===== config.mk =====
export PLATFORM = sky130hd
export DESIGN_NAME = jogo_memoria_param
export DESIGN_NICKNAME = d
export VERILOG_FILES = /design/src/rtl/jogo_memoria_param.sv
export SDC_FILE = /design/constraint.sdc
export NUM_CORES = 1
export LEC_CHECK = 0
export ABC_AREA = 1
export BUFFER_PORTS_ARGS = -buffer_cell sky130_fd_sc_hd__clkbuf_2
export CORE_MARGIN = 4
export CORE_UTILIZATION = 60
export DETAILED_ROUTE_END_ITERATION = 8
export GPL_TIMING_DRIVEN = 0
export PLACE_DENSITY = 0.81
export SYNTH_ARGS = -nofsm -noshare
export SYNTH_HDL_FRONTEND = slang
export SYNTH_SLANG_ARGS = --single-unit

===== constraint.sdc =====
create_clock -name clock -period 3.2 [get_ports clock]
set_input_delay 0.48 -clock clock [delete_from_list [all_inputs] [get_ports clock]]
set_output_delay 0.48 -clock clock [all_outputs]
set_load 0.02 [all_outputs]

===== src/rtl/jogo_memoria_param.sv =====
// jogo_memoria_param: parametrised memory-game core with a run-time loadable
// sequence memory, single-pass or progressive-round play, and a key timeout.
module jogo_memoria_param #(
    parameter int N       = 4,
    parameter int DEPTH   = 16,
    parameter int AW      = $clog2(DEPTH),
    parameter int TIMEOUT = 5000
) (
    input  logic          clock,
    input  logic          reset,
    input  logic          iniciar,
    input  logic          modo,
    input  logic [AW-1:0] nivel,
    input  logic          carrega,
    input  logic [AW-1:0] carrega_endereco,
    input  logic [N-1:0]  carrega_dado,
    input  logic [N-1:0]  chaves,
    output logic          acertou,
    output logic          errou,
    output logic          pronto,
    output logic [N-1:0]  leds,
    output logic [3:0]    db_estado,
    output logic [AW-1:0] db_contagem,
    output logic [AW-1:0] db_rodada,
    output logic [N-1:0]  db_memoria,
    output logic [N-1:0]  db_jogada,
    output logic          db_tem_jogada,
    output logic          db_timeout
);

    localparam int TW = $clog2(TIMEOUT + 1);
    localparam logic [TW-1:0] TIMEOUT_M1 = TW'(TIMEOUT - 1);

    typedef enum logic [3:0] {
        INICIAL     = 4'h0,
        PREPARA     = 4'h1,
        ESPERA      = 4'h2,
        REGISTRA    = 4'h3,
        COMPARA     = 4'h4,
        PROXIMO     = 4'h5,
        PROX_RODADA = 4'h6,
        FIM_ACERTO  = 4'hA,
        FIM_TIMEOUT = 4'hD,
        FIM_ERRO    = 4'hE
    } estado_t;

    estado_t       estado_q, estado_d;
    logic [AW-1:0] contagem_q, contagem_d;
    logic [AW-1:0] rodada_q, rodada_d;
    logic [AW-1:0] nivel_q, nivel_d;
    logic [TW-1:0] timer_q, timer_d;
    logic [N-1:0]  jogada_q, jogada_d;
    logic [N-1:0]  chaves_prev_q;
    logic [N-1:0]  mem [DEPTH];
    logic [N-1:0]  mem_atual;
    logic          tem_jogada;

    // A key event is a transition from no key pressed to some key pressed.
    assign tem_jogada = (chaves != '0) && (chaves_prev_q == '0);
    assign mem_atual  = mem[contagem_q];

    // Sequence memory: written only while idle, never cleared by reset.
    always_ff @(posedge clock) begin
        if (carrega && (estado_q == INICIAL)) begin
            mem[carrega_endereco] <= carrega_dado;
        end
    end

    // State and datapath registers; reset aborts any game in progress.
    always_ff @(posedge clock or negedge reset) begin
        if (!reset) begin
            estado_q      <= INICIAL;
            contagem_q    <= '0;
            rodada_q      <= '0;
            nivel_q       <= '0;
            timer_q       <= '0;
            jogada_q      <= '0;
            chaves_prev_q <= '0;
        end else begin
            estado_q      <= estado_d;
            contagem_q    <= contagem_d;
            rodada_q      <= rodada_d;
            nivel_q       <= nivel_d;
            timer_q       <= timer_d;
            jogada_q      <= jogada_d;
            chaves_prev_q <= chaves;
        end
    end

    // Next-state and datapath updates for the game sequencer.
    always_comb begin
        estado_d   = estado_q;
        contagem_d = contagem_q;
        rodada_d   = rodada_q;
        nivel_d    = nivel_q;
        timer_d    = timer_q;
        jogada_d   = jogada_q;
        case (estado_q)
            INICIAL: begin
                if (iniciar) estado_d = PREPARA;
            end
            PREPARA: begin
                contagem_d = '0;
                nivel_d    = nivel;
                rodada_d   = modo ? '0 : nivel;
                timer_d    = '0;
                jogada_d   = '0;
                estado_d   = ESPERA;
            end
            ESPERA: begin
                timer_d = timer_q + 1'b1;
                // A key event takes priority over an expiring timer.
                if (tem_jogada) begin
                    jogada_d = chaves;
                    estado_d = REGISTRA;
                end else if (timer_q == TIMEOUT_M1) begin
                    estado_d = FIM_TIMEOUT;
                end
            end
            REGISTRA: begin
                timer_d  = '0;
                estado_d = COMPARA;
            end
            COMPARA: begin
                if (jogada_q != mem_atual) begin
                    estado_d = FIM_ERRO;
                end else if ((contagem_q == rodada_q) && (rodada_q == nivel_q)) begin
                    estado_d = FIM_ACERTO;
                end else if (contagem_q == rodada_q) begin
                    estado_d = PROX_RODADA;
                end else begin
                    estado_d = PROXIMO;
                end
            end
            PROXIMO: begin
                contagem_d = contagem_q + 1'b1;
                estado_d   = ESPERA;
            end
            PROX_RODADA: begin
                rodada_d   = rodada_q + 1'b1;
                contagem_d = '0;
                estado_d   = ESPERA;
            end
            FIM_ACERTO, FIM_ERRO, FIM_TIMEOUT: begin
                if (iniciar) estado_d = PREPARA;
            end
            default: estado_d = INICIAL;
        endcase
    end

    assign pronto        = (estado_q == FIM_ACERTO) || (estado_q == FIM_ERRO) ||
                           (estado_q == FIM_TIMEOUT);
    assign acertou       = (estado_q == FIM_ACERTO);
    assign errou         = (estado_q == FIM_ERRO) || (estado_q == FIM_TIMEOUT);
    assign db_timeout    = (estado_q == FIM_TIMEOUT);
    assign leds          = jogada_q;
    assign db_jogada     = jogada_q;
    assign db_estado     = estado_q;
    assign db_contagem   = contagem_q;
    assign db_rodada     = rodada_q;
    assign db_memoria    = mem_atual;
    assign db_tem_jogada = tem_jogada;

endmodule


==> metrics.md <==
| Metric | Value |
|---|---|
| Combinational Power Share | `0.439` |
| Largest net degree at the start of global routing | `38` |
| Syn. warnings | `0` |
| # hold bufs at CTS | `0` |
| Area leader, netlist | `edfxtp_1` |
| Initial antenna violation count | `0` |
| Main area contributors after synthesis | `edfxtp_1 39%, dfrtp_1 19%, nand2_1 12%` |
| I/O Buffers | `49` |
| Final clock skew | `roughly 0.007 ns` |
| Number of detailed-route iterations in the first pass | `5` |
| P_leak | `around 2.5 nW` |
| Crit-path cells | `buf_6 > inv_6 > buf_6 > nand2_1 > nand2_1 > nand2_1 > nand3_1 > nand3_2 > nand2_2 > clkbuf_2` |
| Pwr/cell area | `a little under 800 mW/mm^2` |
| Gr usage total | `0.235` |
| Seq pwr share | `0.390` |
| Tightest Pin Transition | `~0.90 ns` |
| RSZ-0062 raised after global routing | `false` |
| Distinct cells, synth | `33` |
| Max Cap Viol | `0` |
| XOR/XNOR Fraction of Synth Area | `0.0195` |
| Seq cells post-synth | `101` |
| Commonest non-fill, non-tap cells in the layout | `155 x nand2_1, 69 x inv_1, 64 x edfxtp_1` |
| Final-stage net count | `630` |
| Pwr Total | `between 4 and 5 mW` |
| Simple-gate share of the synthesized area | `0.266` |
| Fill cells | `604` |
| Final period util | `0.756` |
| 1st-iter DRT viols | `416` |
| Critical path's slowest cell | `dfrtp_1` |
| Post-DRT Antenna Nets | `0` |
| DIE AREA | `0.00973 mm^2` |
| CP dominant cell by count | `nand2_1` |
| Root Buffer | `clkbuf_8` |
| Syn Area/Cell | `9.03 um^2` |
| Clock latency on the worst-skew pair | `around 0.37 ns` |
| CP startpoint kind | `flip-flop` |
| Vias | `3898` |
| Setup-failing EPs final | `0` |
| Mux share of post-synthesis cell area | `0` |
| Std cell rows | `32` |
| P&R area growth vs syn | `11.2%` |
| Io pins | `50` |
| F_max | `a little over 0.4 GHz` |
| Reg clk slew, reported paths | `0.09 ns` |
| Commonest non-fill, non-tap cell in the layout | `nand2_1` |
| Final hold violation count | `0` |
| Yosys top cell area share | `0.390` |
| Status | `finished, final reports clean` |
| Net Count, Synth | `570` |
| Arr. time, crit path | `between 1.5 and 2 ns` |
| Post-Synth Adder-Cell Area | `0.00762` |
| Postcts setup bufs | `0` |
| Switching Share | `0.431` |
| Final WL | `roughly 11 mm` |
| VDD IR max | `0.385 mV` |
| Complex-gate fraction of the synthesized area | `0.0457` |
| Die Y | `98.6 um` |
| Initial Utilization | `0.628` |
| Critical path required time | `2.72 ns` |
| Worst Path Class, Setup | `flip-flop to output port` |
| Largest family of logic cells by synthesized area | `simple AND/OR/NAND/NOR gates` |
| Core ar. | `0.00785 mm^2` |
| TNS Setup | `0 ns` |
| Placed Area | `roughly 0.0053 mm^2` |
| Cell Area, Synth | `just under 0.005 mm^2` |
| Global route overflow | `0` |
| Hold WC Path Type | `input pin to async pin` |
| Cells after synthesis | `546` |
| CTS Sinks | `101` |
| CP max FO | `10` |
| GP Congestion | `0.910` |
| Post-DP HPWL | `about 8.0 mm` |
| Clk pwr share | `0.171` |
| Sequential-to-total area share from yosys stat | `0.578` |
| CTS tree | `done` |
| Final core utilization | `0.699` |
| Crit end category | `output port` |
| Routed len/inst | `15.3 um` |
| DRC | `0` |
| CTS buffer count | `9` |
| Rel. slew slack | `0.397` |
| Slew Limit Fails | `0` |
| Max clock buf depth | `2` |
| Net Switching | `1.88 mW` |
| Crit-path max cell delay | `0.44 ns` |
| Post-DR vias/cell | `5.47` |
| Fraction of layout cells with a size suffix above 1 | `0.159` |
| PostCTS Resize Cnt | `0` |
| Number of global-route vias before repair | `3696` |
| Ant. Diodes | `0` |
| CTS H-tree depth | `3` |
| Fin crit period | `roughly 2.4 ns` |
| Fin area | `0.00548 mm^2` |
| First-pass GRT wire length | `17.9 mm` |
| Int Pwr | `2.47 mW` |
| Die X | `between 90 and 100 um` |
[final cells by class]
class / count / area [um^2] / share of cell area
sequential: 101 / 2850 / 0.519
multi-input combinational: 356 / 1670 / 0.305
inverter: 73 / 279 / 0.0509
timing repair buffer: 49 / 245 / 0.0447
buffer: 16 / 131 / 0.0240
tap: 102 / 128 / 0.0233
clock buffer: 9 / 124 / 0.0226
clock inverter: 7 / 57.6 / 0.0105
[cell usage after synthesis, drive strengths merged]
master  number
a211oi       3
a21oi        9
a221oi       1
a31oi        1
and3         2
buf         16
dfrtp       37
edfxtp      64
ha           3
inv         73
nand2      159
nand3       59
nand4        8
nor2        60
nor3        10
nor3b        1
nor4         3
o211ai       2
o21ai       21
o22ai        1
o311ai       1
o31ai        1
xnor2        8
xor2         3
[layer usage]
layer	GRT usage	vias up	part of all wire
li1	-	1906	-
met1	0.324	1818	0.44
met2	0.380	156	0.48
met3	0.0446	18	0.070
met4	0.0756	0	0.017
met5	0	-	0
[power groups by stage]
stage	Clock, mW	Combinational, mW	Sequential [mW]
floorplan	0	1.28	1.78
global placement	0	1.84	1.71
detailed placement	0	1.90	1.72
CTS	0.757	1.90	1.69
global route	0.819	2.12	1.72
finish	0.745	1.91	1.70
[state kept, by name, summed over array words and instances, names as in the netlist]
signal and flops:
timer_q 13, db_contagem 4, mem 64, db_jogada 4, nivel_q 4, db_estado 4, db_rodada 4, chaves_prev_q 4
[cells by family after synthesis]
family,Yosys count
adders and majority gates,3
and+or+nand+nor,302
xor gates and xnor gates,11
buffers and inverters,89
DFF,101
AOI/OAI and AO/OA,40
[final timing paths]
check                                     from                to  slack (ns)  cells past startpoint
worst max-delay path            db_contagem[0]     db_memoria[2]        0.78                     10
worst min-delay path                     reset        nivel_q[0]        0.23                      1
worst max register to register  db_contagem[0]      db_estado[3]        1.13                     17
worst min register to register      nivel_q[1]        nivel_q[1]        0.51                      2
max in group asynchronous                reset        timer_q[0]        2.42                      1
min in group clock                   chaves[0]  chaves_prev_q[0]        0.25                      1
[worst max-delay path, delay by kind of cell, from the launching register on]
kind	cells	cell delay (ns)
buffers and inverters	4	0.55
flip-flops	1	0.44
AND/OR/NAND/NOR	6	0.57
[metrics by stage]
stage / cells / hold WS (ns) / setup WS (ns)
CTS: 713 / 0.241 / 0.803
global placement: 697 / 0.475 / 1.23
finish: 713 / 0.229 / 0.781
floorplan: 546 / 0.184 / 1.36
global route: 713 / 0.228 / 0.682
detailed placement: 697 / 0.484 / 1.20
(Power assumes the default switching activity.)
